===== config.mk =====
export PLATFORM = sky130hd
export DESIGN_NAME = uart_rx
export DESIGN_NICKNAME = d
export VERILOG_FILES = /design/src/rtl/uart_pkg.sv /design/src/rtl/sync_2ff.sv /design/src/rtl/uart_rx.sv
export SDC_FILE = /design/constraint.sdc
export NUM_CORES = 1
export LEC_CHECK = 0
export ABC_AREA = 1
export BUFFER_PORTS_ARGS = -buffer_cell sky130_fd_sc_hd__buf_2
export CAP_MARGIN = 40
export CELL_PAD_IN_SITES_DETAIL_PLACEMENT = 0
export CELL_PAD_IN_SITES_GLOBAL_PLACEMENT = 2
export CORE_MARGIN = 5
export CORE_UTILIZATION = 35
export DETAILED_ROUTE_END_ITERATION = 10
export PLACE_DENSITY_LB_ADDON = 0.1
export SLEW_MARGIN = 20
export SYNTH_ARGS = -nofsm -noshare
export SYNTH_HDL_FRONTEND = slang
export SYNTH_HIERARCHICAL = 1
export SYNTH_SLANG_ARGS = --single-unit

===== constraint.sdc =====
create_clock -name clk -period 2 [get_ports clk]
set_input_delay 0.2 -clock clk [delete_from_list [all_inputs] [get_ports clk]]
set_output_delay 0.2 -clock clk [all_outputs]
set_load 0.02 [all_outputs]

===== src/rtl/uart_pkg.sv =====
// Shared UART definitions: receiver state encoding and serial line levels.
// Used by uart_rx and uart_tx.
package uart_pkg;

  typedef enum logic [2:0] {
    ST_IDLE,
    ST_START,
    ST_DATA,
    ST_STOP,
    ST_BREAK
  } rx_state_t;

  localparam logic LINE_IDLE = 1'b1;
  localparam logic START_BIT = 1'b0;
  localparam logic STOP_BIT  = 1'b1;

endpackage


===== src/rtl/sync_2ff.sv =====
// Two-flop synchronizer for a single asynchronous input.
// Ports:
//   clk    in   system clock
//   rst_n  in   synchronous active-low reset (both flops load RESET_VAL)
//   d      in   asynchronous input
//   q      out  synchronized output, two clk of latency
module sync_2ff #(
  parameter logic RESET_VAL = 1'b1
) (
  input  logic clk,
  input  logic rst_n,
  input  logic d,
  output logic q
);

  logic meta;

  always_ff @(posedge clk) begin
    if (!rst_n) begin
      meta <= RESET_VAL;
      q    <= RESET_VAL;
    end else begin
      meta <= d;
      q    <= meta;
    end
  end

endmodule


===== src/rtl/uart_rx.sv =====
// 8N1 UART receiver, OVERSAMPLE x baud sampling via clk_en tick.
// Recovers LSB-first frames, rejects start-bit glitches, flags framing errors.
// Ports:
//   clk        in   system clock
//   rst_n      in   synchronous active-low reset
//   clk_en     in   oversample tick (1-clk pulse, OVERSAMPLE x baud)
//   rx         in   asynchronous serial input, idle high
//   data       out  last good byte, held until the next good frame
//   valid      out  1-clk pulse: data updated with a good frame
//   frame_err  out  1-clk pulse: stop bit sampled low
//   busy       out  high whenever the receiver is not idle
module uart_rx
  import uart_pkg::*;
#(
  parameter int unsigned OVERSAMPLE = 16,
  parameter int unsigned DATA_BITS  = 8
) (
  input  logic                 clk,
  input  logic                 rst_n,
  input  logic                 clk_en,
  input  logic                 rx,
  output logic [DATA_BITS-1:0] data,
  output logic                 valid,
  output logic                 frame_err,
  output logic                 busy
);

  localparam int unsigned SW = $clog2(OVERSAMPLE);
  localparam int unsigned BW = $clog2(DATA_BITS);

  localparam logic [SW-1:0] SAMP_LAST = SW'(OVERSAMPLE - 1);
  localparam logic [SW-1:0] HALF_LAST = SW'(OVERSAMPLE / 2 - 1);
  localparam logic [BW-1:0] BIT_LAST  = BW'(DATA_BITS - 1);

  rx_state_t            state, state_next;
  logic                 rx_s;
  logic [SW-1:0]        samp_cnt;
  logic [BW-1:0]        bit_cnt;
  logic [DATA_BITS-1:0] shreg;
  logic                 stop_ok;
  logic                 stop_bad;

  sync_2ff #(.RESET_VAL(LINE_IDLE)) u_sync_rx (
    .clk   (clk),
    .rst_n (rst_n),
    .d     (rx),
    .q     (rx_s)
  );

  // Next-state and stop-bit decode; all transitions gated by clk_en.
  always_comb begin
    state_next = state;
    stop_ok    = 1'b0;
    stop_bad   = 1'b0;
    if (clk_en) begin
      case (state)
        ST_IDLE: begin
          if (rx_s == START_BIT) state_next = ST_START;
        end
        ST_START: begin
          // Half a bit in: a start bit still low is real, otherwise a glitch.
          if (samp_cnt == HALF_LAST)
            state_next = (rx_s == START_BIT) ? ST_DATA : ST_IDLE;
        end
        ST_DATA: begin
          if (samp_cnt == SAMP_LAST && bit_cnt == BIT_LAST) state_next = ST_STOP;
        end
        ST_STOP: begin
          if (samp_cnt == SAMP_LAST) begin
            if (rx_s == STOP_BIT) begin
              stop_ok    = 1'b1;
              state_next = ST_IDLE;
            end else begin
              stop_bad   = 1'b1;
              state_next = ST_BREAK;
            end
          end
        end
        ST_BREAK: begin
          // Wait for the line to return high so a held-low line never retriggers.
          if (rx_s == LINE_IDLE) state_next = ST_IDLE;
        end
        default: state_next = ST_IDLE;
      endcase
    end
  end

  always_ff @(posedge clk) begin
    if (!rst_n) state <= ST_IDLE;
    else        state <= state_next;
  end

  always_ff @(posedge clk) begin
    if (!rst_n) begin
      samp_cnt <= '0;
      bit_cnt  <= '0;
      shreg    <= '0;
    end else if (clk_en) begin
      case (state)
        ST_START: begin
          if (samp_cnt == HALF_LAST) begin
            samp_cnt <= '0;
            bit_cnt  <= '0;
          end else begin
            samp_cnt <= samp_cnt + 1'b1;
          end
        end
        ST_DATA: begin
          if (samp_cnt == SAMP_LAST) begin
            shreg    <= {rx_s, shreg[DATA_BITS-1:1]};
            samp_cnt <= '0;
            if (bit_cnt != BIT_LAST) bit_cnt <= bit_cnt + 1'b1;
          end else begin
            samp_cnt <= samp_cnt + 1'b1;
          end
        end
        ST_STOP: begin
          if (samp_cnt == SAMP_LAST) samp_cnt <= '0;
          else                       samp_cnt <= samp_cnt + 1'b1;
        end
        default: samp_cnt <= '0;
      endcase
    end
  end

  always_ff @(posedge clk) begin
    if (!rst_n) begin
      data      <= '0;
      valid     <= 1'b0;
      frame_err <= 1'b0;
    end else begin
      valid     <= stop_ok;
      frame_err <= stop_bad;
      if (stop_ok) data <= shreg;
    end
  end

  assign busy = (state != ST_IDLE);

endmodule


==> flow_metrics.tcl, run 1 <==
set metrics [dict create \
    worst_slew_pin_slew_ns 0.4046 \
    postCtsSetupBuffers 0 \
    io_pins 15 \
    powerDensity_nw_per_um2 1096 \
    synth_warnings 6 \
    p_switching_uw 565.1 \
    netlist_instances 173 \
    syn2layout_area_growth_pct 16.37 \
    fp.dieW_um 71.99 \
    grt_pass1_wl_um 5050 \
    grt_start_max_net_pins 27 \
    fin_cells 240 \
    cp_common_cell "inv_2" \
    port_buffers 14 \
    cap_violations 0 \
    synth_edf_count 0 \
    rsz0062_at_grt "no" \
    async_flop_share_pct 0 \
    grt-ovfl-total 0 \
    ff_latch_area_um2 600.6 \
    drt-initial-drc-count 38 \
    grtUsageTotal_pct 12.79 \
    place.gp.congestion 0.7296 \
    leakage_uw 0.0008041 \
    post_cts_resized 0 \
    wl_per_cell_um 12.00 \
    synth_top_family_by_area "simple AND/OR/NAND/NOR gates" \
    wl_um 2881 \
    critPathCaptureType "register" \
    fmax_mhz 643.0 \
    post-route-period-util_pct 77.76 \
    synth.distinct_cells 25 \
    htree_levels 2 \
    synth_xor_area_share_pct 0 \
    die_h_um 71.99 \
    cp_num_buf_inv 2 \
    drive_gt1_share_pct 23.44 \
    layout_commonest_cell "nor2_1" \
    rows 22 \
    synth-simple-area-share_pct 34.51 \
    vias_per_cell 4.767 \
    antenna_found_initial 0 \
    synth_compound_area_share_pct 12.56 \
    finalCoreUtilization_pct 42.44 \
    cp_top_family "simple AND/OR/NAND/NOR gates" \
    synth_mux_area_share_pct 0 \
    setup_viol 0 \
    path_class "register to register" \
    cts_made_buffers 5 \
    numPlacedInstances 232 \
    synth_ff_type "dfxtp_1" \
    path_cells "ha_1 > nand3_2 > nor2_1 > inv_2 > nor2_8 > inv_2 > o21ai_0 > a21oi_1" \
    seqPwrFrac_pct 40.5 \
    vdd_drop_max_mv 0.5024 \
    min_path_type "input pin to register" \
    cp.arrival_ns 1.73 \
    antenna_cells 0 \
    syn_nets 180 \
    drc 0 \
    hold_viol_final 0 \
    cp.required_ns 2.18 \
    hold_buffers 0 \
    worst_slack_ns 0.4448 \
    final_max_slew_viol_count 0 \
    route.vias.total 1144 \
    pre_cts_slack_ns 0.4618 \
    core_area_um2 3689 \
    total_power_uw 1715 \
    avgSynthCellArea_um2 7.775 \
    synth_fa_ha_area_share_pct 2.791 \
    cts-root-buf "clkbuf_8" \
    startpoint_type "register" \
    cts_buffer_depth 2 \
    crit_fanout 9 \
    grt_pass1_vias 1168 \
    syn_area_um2 1345 \
    nets 198 \
    multiInputGateArea_um2 670.6 \
    max_stage_delay_ns 0.38 \
    num-fill-cells 408 \
    dieArea_um2 5183 \
    dr.pass1.iters 4 \
    dp_hpwl_um 2072 \
    slowest_stage "dfxtp_1" \
    postRouteAntennaNets 0 \
    clkPwrFrac_pct 34.9 \
    cts_tree "built" \
    layout_common_cells "nor2_1 (47), dfxtp_1 (30), nand2_1 (20), o21ai_0 (19), buf_2 (14)" \
    clk_pin_slew_ns 0.07 \
    clk_latency_ns 0.28 \
    cts.sinks 30 \
    finClkSkew_ns 0.005021 \
    status "finished clean" \
    fin_setup_tns_ns 0 \
    internal_power_uw 1150 \
    swShare_pct 32.95 \
    ys_seq_elements 30 \
    initial_utilization_pct 36.47 \
    slew_headroom_pct 73.02 \
    period_minus_slack_ns 1.555 \
    ys_seq_area_share_pct 44.65 \
    p_comb_share_pct 24.6 \
]
power by group through the flow:
stage               registers, µW  logic [µW]  clock network, µW
floorplan                     697         348                  0
detailed placement            708         428                  0
finish                        695         422                598
global placement              706         425                  0
global route                  702         484                644
CTS                           695         430                621
path summary, 6_finish.rpt:
path,start,to,slack (ns),cells after the start
hold reg to reg,u_sync_rx/meta$_SDFF_PN1_,u_sync_rx/q$_SDFF_PN1_,0.41,2
setup reg to reg,samp_cnt[0]$_SDFFE_PN0P_,shreg[7]$_SDFFE_PN0P_,0.44,8
hold / removal,rx,u_sync_rx/meta$_SDFF_PN1_,0.1,3
setup / recovery,samp_cnt[0]$_SDFFE_PN0P_,shreg[7]$_SDFFE_PN0P_,0.44,8
synthesized netlist by cell type, types with 2 or more instances:
cell | n | area [µm²]
nor2_8 | 2 | 40.04
a21oi_1 | 9 | 45.04
nor2_2 | 5 | 31.28
nand4_1 | 3 | 18.77
inv_2 | 6 | 22.52
nor2_4 | 2 | 22.52
nor2_1 | 47 | 176.4
nand2_1 | 20 | 75.07
dfxtp_1 | 30 | 600.6
inv_1 | 7 | 26.28
ha_1 | 3 | 37.54
o21ai_0 | 19 | 95.09
nand3_1 | 4 | 20.02
nand3_2 | 5 | 50.05
logic make-up (layout without fill, tap and decap cells):
kind of cell,after synthesis,count (layout)
AO/OA/AOI/OAI,31,31
flip-flops,30,30
AND/OR/NAND/NOR,92,92
buffers and inverters,17,36
adder cells (fa/ha/maj),3,3
metal layers:
| layer | GRT usage [%] | vias to the layer above | wire length, µm |
|---|---|---|---|
| met5 | 0 | - | 0 |
| met2 | 23.16 | 14 | 1493 |
| met1 | 13.18 | 527 | 1237 |
| met3 | 4.155 | 7 | 84 |
| met4 | 6.263 | 0 | 65 |
| li1 | - | 596 | - |
worst register-to-register path, delay by kind of cell, from the launching register on:
| family | cells | cell delay (ns) |
|---|---|---|
| buffers and inverters | 2 | 0.21 |
| AO/OA/AOI/OAI | 2 | 0.21 |
| adder cells (fa/ha/maj) | 1 | 0.22 |
| flip-flops | 1 | 0.38 |
| AND/OR/NAND/NOR | 3 | 0.44 |
layout make-up:
| cell class | instances | share of cell area (%) |
|---|---|---|
| clock inverter | 3 | 2.558 |
| multi-input combinational | 126 | 42.85 |
| tap | 48 | 3.837 |
| inverter | 14 | 3.517 |
| timing repair buffer | 14 | 4.476 |
| clock buffer | 5 | 4.396 |
| sequential | 30 | 38.37 |
state kept, by name, summed over array words and instances (netlist names):
register	flops
frame_err	1
shreg	8
samp_cnt	4
valid	1
u_sync_rx/meta	1
bit_cnt	3
u_sync_rx/q	1
state	3
data	8
through the flow:
step           hold WS (ns)  cell area, µm²
2_1_floorplan        0.2687            1345
3_3_place_gp         0.3701            1456
3_5_place_dp         0.3828            1456
4_1_cts             0.08578            1565
5_1_grt              0.1016            1565
6_report            0.09512            1565
(Power assumes the default switching activity.)
==> run 2: changes to the inputs <==
--- a/config.mk
+++ b/config.mk
@@ -5,13 +5,13 @@
 export SDC_FILE = /design/constraint.sdc
 export NUM_CORES = 1
 export LEC_CHECK = 0
-export ABC_AREA = 1
+export ABC_AREA = 0
 export BUFFER_PORTS_ARGS = -buffer_cell sky130_fd_sc_hd__buf_2
 export CAP_MARGIN = 40
 export CELL_PAD_IN_SITES_DETAIL_PLACEMENT = 0
 export CELL_PAD_IN_SITES_GLOBAL_PLACEMENT = 2
 export CORE_MARGIN = 5
-export CORE_UTILIZATION = 35
+export CORE_UTILIZATION = 32
 export DETAILED_ROUTE_END_ITERATION = 10
 export PLACE_DENSITY_LB_ADDON = 0.1
 export SLEW_MARGIN = 20
==> constraint.sdc (replaced) <==
create_clock -name clk -period 1.3 [get_ports clk]
set_input_delay 0.13 -clock clk [delete_from_list [all_inputs] [get_ports clk]]
set_output_delay 0.13 -clock clk [all_outputs]
set_load 0.02 [all_outputs]
==> run 2 against run 1 <==
  * Hold slack worse by 0.058 ns
  * The flow now finishes with violations (setup timing)
  * First-iteration DRC count is 24% higher
  * Sequential share of layout area is 5.3 points lower
  * Clock skew is 0.0024 ns higher
  * Combinational power is 84% lower
  * Total power is 1.4% lower
  * Largest power group unchanged
  * Area after synthesis is 2.1% lower
  * Maximum frequency is 7.9% higher
  * Synthesized cell count is 26% lower
==> flow_metrics.tcl, run 2 <==
set metrics [dict create \
    status "complete, but fails checks" \
    violations "setup timing" \
    antenna_found_initial 0 \
    cts-root-buf "clkbuf_8" \
    hold_viol_final 0 \
    syn_area_um2 1316 \
    cp_common_cell "ha_4" \
    pre_cts_slack_ns -0.1700 \
    worst_slew_pin_slew_ns 0.4126 \
    cts_buffer_depth 2 \
    netlist_instances 128 \
    dp_hpwl_um 2006 \
    die_h_um 74.14 \
    period_minus_slack_ns 1.442 \
    final_max_slew_viol_count 0 \
    reg_top3 "data: 8 flops, shreg: 8 flops, samp_cnt: 4 flops" \
    vias_per_cell 4.928 \
    path_class "register to register" \
    rsz0062_at_grt "yes" \
    startpoint_type "register" \
    powerDensity_nw_per_um2 903.2 \
    num-fill-cells 385 \
    slew_headroom_pct 72.44 \
    ys_seq_elements 30 \
    rr_worst_depth 5 \
    path_cells "ha_4 > ha_4 > nand4bb_4 > a211oi_4 > mux2i_1" \
    yosys-top-cells-area "dfxtp_1 (46%), mux2i_1 (15%), nand2_1 (6.6%)" \
    syn_nets 135 \
    critPathCaptureType "register" \
    async_flop_share_pct 0 \
    worst_slack_ns -0.1418 \
    io_pins 15 \
    dr.pass1.iters 2 \
    r2r-end "bit_cnt[1]$_SDFFE_PN0P_" \
    ff_latch_area_um2 618.1 \
    wl_um 2992 \
    cts.sinks 30 \
    port_buffers 14 \
    yosysTopAreaCell "dfxtp_1" \
    fin_cells 221 \
    synth_edf_count 0 \
    crit_fanout 3 \
    avgSynthCellArea_um2 10.28 \
    drt-initial-drc-count 47 \
    post-route-period-util_pct 110.9 \
    synth_top_cells_by_count "dfxtp_1 (30), nand2_1 (23), mux2i_1 (20)" \
    syn2layout_area_growth_pct 42.21 \
    grt-ovfl-total 0 \
    postRouteAntennaNets 0 \
    vdd_drop_max_mv 0.4435 \
    drive_gt1_share_pct 46.20 \
    fp.dieW_um 74.14 \
    synth.distinct_cells 40 \
    slowest_stage "dfxtp_2" \
    dieArea_um2 5496 \
    route.vias.total 1089 \
    cp.required_ns 1.50 \
    antenna_cells 0 \
    layout_common_cells "nand2_1 (23), dfxtp_1 (22), mux2i_1 (20), buf_4 (20), buf_2 (14)" \
    numPlacedInstances 207 \
    synth_warnings 6 \
    grt_start_max_net_pins 19 \
    netlist.area_leader.share_pct 45.63 \
    hold_buffers 0 \
    rows 23 \
    drc 0 \
    finClkSkew_ns 0.007396 \
    fin_setup_tns_ns -0.9022 \
    cts_tree "built" \
    setup_viol 19 \
    ys_seq_area_share_pct 45.63 \
    min_path_type "input pin to register" \
    place.gp.congestion 0.7213 \
    max_stage_delay_ns 0.33 \
    final_area_um2 1872 \
    endpoint "bit_cnt[1]$_SDFFE_PN0P_" \
    reg2reg_from "bit_cnt[1]$_SDFFE_PN0P_" \
    wl_per_cell_um 13.54 \
    initial_utilization_pct 32.91 \
    clk_pin_slew_ns 0.06 \
    core_area_um2 4000 \
    yosysMostFrequentCell "dfxtp_1" \
    nets 178 \
    layout_commonest_cell "nand2_1" \
    cp.arrival_ns 1.64 \
    cts_made_buffers 5 \
    grt_pass1_vias 984 \
    fmax_mhz 693.6 \
    leakage_uw 0.0007548 \
    clk_latency_ns 0.28 \
    htree_levels 2 \
    multiInputGateArea_um2 790.8 \
    reg2reg_slack_ns -0.14 \
    grt_pass1_wl_um 4816 \
    total_power_uw 1691 \
    crit_start "bit_cnt[1]$_SDFFE_PN0P_" \
    dpl-instance-area_um2 1658 \
    grtUsageTotal_pct 11.73 \
    cap_violations 0 \
    synth_ff_type "dfxtp_1" \
]
## run 2: changes by cell type after synthesis, moves of 4 or more
cell / before / now
nor2_2: 5 / 0
mux2i_1: 0 / 20
inv_1: 7 / 3
o21ai_0: 19 / 2
a21oi_1: 9 / 2
nor2_1: 47 / 1
inv_2: 6 / 0
nand3_2: 5 / 1
## run 2: where the power goes
group	total [µW]	internal, µW	switching (µW)
clock network	702	358	344
logic	67.9	26.3	41.6
registers	921	917	3.77
total	1690	1300	389
## run 2: area by class of cell
cell class                      instances  share of cell area [%]
Tap cell                               50                   3.342
Clock inverter                          2                  0.5348
Clock buffer                            5                   3.676
Timing Repair Buffer                   42                   16.58
Multi-Input combinational cell         89                   42.25
Inverter                                3                  0.6016
Sequential cell                        30                   33.02
## run 2: timing repair
item                                    4_1_cts  5_1_grt
hold endpoints to repair                      0        0
endpoints found under the setup margin       22       26
gates resized for setup                       9       13
pin swaps                                     6        4
buffers inserted                              3        3
gates cloned                                  1        0
## run 2: metal layers
metal	part of all wire [%]	global-route usage, %
met1	48	16.69
met2	47	15.94
met3	3.5	3.378
met4	1.5	6.036
met5	0	0
## run 2: stage by stage
stage | hold WS (ns) | util [%]
4_1_cts | 0.03462 | 44.89
5_1_grt | 0.02863 | 46.79
3_5_place_dp | 0.3218 | 41.45
3_3_place_gp | 0.3190 | 41.45
6_report | 0.03693 | 46.79
2_1_floorplan | 0.2030 | -
## run 2: kinds of logic (layout without fill, tap and decap cells)
| logic type | count (synthesis) | after routing | synth area share [%] |
|---|---|---|---|
| and+or+nand+nor | 53 | 53 | 24.24 |
| adders and majority gates | 3 | 3 | 2.852 |
| AOI/OAI and AO/OA | 11 | 11 | 7.225 |
| DFF | 30 | 30 | 45.63 |
| muxes | 20 | 20 | 15.21 |
| buffers and inverters | 9 | 52 | 3.517 |
| xor gates and xnor gates | 2 | 2 | 1.331 |
## run 2: how the worst min path moves through the flow
| stage | startpoint | endpoint | cells past startpoint | slack (ns) |
|---|---|---|---|---|
| finish | rx | u_sync_rx/meta$_SDFF_PN1_ | 2 | 0.04 |
| global route | rx | u_sync_rx/meta$_SDFF_PN1_ | 2 | 0.03 |
| CTS | rx | u_sync_rx/meta$_SDFF_PN1_ | 2 | 0.03 |
| detailed placement | rx | u_sync_rx/meta$_SDFF_PN1_ | 2 | 0.32 |
| global placement | rx | u_sync_rx/meta$_SDFF_PN1_ | 2 | 0.32 |
| floorplan | rst_n | u_sync_rx/meta$_SDFF_PN1_ | 1 | 0.20 |
## run 2: critical path, delay by kind of cell, from the launching register on
family	cells	cell delay [ns]
DFF	1	0.33
AOI/OAI and AO/OA	1	0.33
adders and majority gates	2	0.31
muxes	1	0.21
and+or+nand+nor	1	0.19
==> run 3: changes to the inputs <==
--- a/config.mk
+++ b/config.mk
@@ -13,7 +13,9 @@
 export CORE_MARGIN = 5
 export CORE_UTILIZATION = 32
 export DETAILED_ROUTE_END_ITERATION = 10
+export GPL_TIMING_DRIVEN = 1
 export PLACE_DENSITY_LB_ADDON = 0.1
+export RECOVER_POWER = 100
 export SLEW_MARGIN = 20
 export SYNTH_ARGS = -nofsm -noshare
 export SYNTH_HDL_FRONTEND = slang
==> run 3 against run 2 <==
  * Final area decreased by 1.4%
  * Sequential power hardly changed
  * Sequential share of layout area increased by 0.47 points
  * Clock power about the same
  * Register-to-register slack about the same
  * Global-route usage unchanged
  * Largest cell class unchanged
  * First-iteration DRC count grew 6.4%
  * Maximum frequency unchanged
  * Critical endpoint unchanged
  * Clock skew up 0.00078 ns
  * The run still ends with setup timing left
  * Critical path depth is the same
  * Via count grew 0.64%
  * Worst setup slack did not move
==> flow_metrics.tcl, run 3 (synthesized netlist as in run 2, its figures left out) <==
set metrics [dict create \
    path_cells "ha_4 > ha_4 > nand4bb_4 > a211oi_4 > mux2i_1" \
    cts_buffer_depth 2 \
    postRouteAntennaNets 0 \
    cts-root-buf "clkbuf_8" \
    fmax_mhz 693.6 \
    cts_tree "built" \
    dp_hpwl_um 2006 \
    num-fill-cells 387 \
    antenna_cells 0 \
    place.gp.congestion 0.7213 \
    min-delay-start "rx" \
    status "complete, but fails checks" \
    final_max_slew_viol_count 0 \
    vdd_drop_max_mv 0.4434 \
    die_h_um 74.14 \
    grtUsageTotal_pct 11.73 \
    wl_um 2989 \
    initial_utilization_pct 32.91 \
    grt_start_max_net_pins 19 \
    finClkSkew_ns 0.008176 \
    htree_levels 2 \
    vias_per_cell 4.959 \
    leakage_uw 0.0007065 \
    max_stage_delay_ns 0.33 \
    syn2layout_area_growth_pct 40.21 \
    slew_headroom_pct 46.54 \
    dieArea_um2 5496 \
    multiInputGateArea_um2 784.5 \
    port_buffers 14 \
    cp_top_family "flip-flops" \
    ff_latch_area_um2 618.1 \
    wl_per_cell_um 13.52 \
    cp_num_buf_inv 0 \
    drive_gt1_share_pct 39.18 \
    fp.dieW_um 74.14 \
    cp_common_cell "ha_4" \
    period_minus_slack_ns 1.442 \
    worst_slack_ns -0.1418 \
    hold_viol_final 0 \
    cp.required_ns 1.50 \
    setup_viol 19 \
    rows 23 \
    layout_common_cells "nand2_1 (23), dfxtp_1 (22), mux2i_1 (20), buf_4 (19), clkbuf_1 (11)" \
    clk_pin_slew_ns 0.06 \
    reg2reg_from "bit_cnt[1]$_SDFFE_PN0P_" \
    cts_made_buffers 5 \
    finalCoreUtilization_pct 46.14 \
    cap_violations 0 \
    crit_start "bit_cnt[1]$_SDFFE_PN0P_" \
    dr.pass1.iters 4 \
    rsz0062_at_grt "yes" \
    core_area_um2 4000 \
    post-route-period-util_pct 110.9 \
    final_area_um2 1846 \
    dpl-instance-area_um2 1658 \
    route.vias.total 1096 \
    reg_top3 "data: 8 flops, shreg: 8 flops, samp_cnt: 4 flops" \
    drt-initial-drc-count 50 \
    min_path_type "input pin to register" \
    violations "setup timing" \
    drc 0 \
    cp.arrival_ns 1.64 \
    powerDensity_nw_per_um2 915.1 \
    grt_pass1_vias 984 \
    antenna_found_initial 0 \
    nets 178 \
    hold_buffers 0 \
    clk_latency_ns 0.28 \
    slowest_stage "dfxtp_2" \
    worst_slew_pin_slew_ns 0.8019 \
    grt_pass1_wl_um 4816 \
    total_power_uw 1689 \
    io_pins 15 \
    layout_commonest_cell "nand2_1" \
    grt-ovfl-total 0 \
    path_class "register to register" \
    cts.sinks 30 \
    startpoint_type "register" \
    crit_fanout 3 \
    critPathCaptureType "register" \
]
## run 3: changes by cell type in the layout (fill, tap and decap cells not counted)
cell / change
nor4_1: +1
buf_6: -1
buf_4: -1
nor4_2: -1
clkbuf_4: +1
buf_2: -11
clkbuf_2: +1
clkbuf_1: +11
## run 3: layer usage
metal	vias to the layer above	global-route usage (%)	wire (µm)
met4	0	6.036	46
met5	-	0	0
met1	535	16.69	1451
met3	5	3.378	106
li1	539	-	-
met2	17	15.94	1385
## run 3: area by class of cell
cell class,instances,area share [%]
Tap cell,50,3.390
Multi-Input combinational cell,89,42.51
Timing Repair Buffer,42,15.73
Clock buffer,5,3.729
Inverter,3,0.6102
Clock inverter,2,0.5424
Sequential cell,30,33.49
## run 3: path summary, 6_finish.rpt
path	endpoint	slack, ns	cells after the start
worst max-delay path	bit_cnt[1]$_SDFFE_PN0P_	-0.14	5
worst min-delay path	u_sync_rx/meta$_SDFF_PN1_	0.04	2
worst max register to register	bit_cnt[1]$_SDFFE_PN0P_	-0.14	5
worst min register to register	u_sync_rx/q$_SDFF_PN1_	0.43	1
## run 3: worst reg2reg max path: cells and delay by family (launching register included)
family	cells	cell delay [ns]
AND/OR/NAND/NOR	1	0.19
flip-flops	1	0.33
AO/OA/AOI/OAI	1	0.33
multiplexers	1	0.21
adder cells (fa/ha/maj)	2	0.31
## run 3: stage by stage
step                instances  setup slack (ns)  hold slack [ns]  setup TNS (ns)
floorplan                 128          -0.08524           0.2030         -0.2981
global placement          207           -0.1254           0.3190          -1.194
detailed placement        207           -0.1700           0.3218          -1.483
CTS                       218           -0.1557          0.03462          -1.754
global route              221           -0.2109          0.02863          -3.017
finish                    221           -0.1418          0.03754         -0.9505
## run 3: repair_timing
action,in CTS,in global routing
pin swaps,6,4
setup endpoints to repair,22,26
setup buffers,3,3
gates cloned,1,0
resized for setup,9,13
## run 3: power by group
group | internal, µW | switching, µW | leakage (µW)
clock | 358 | 344 | 0.0000438
sequential | 917 | 3.61 | 0.000247
combinational | 24.4 | 41.4 | 0.000416
total | 1300 | 389 | 0.000706
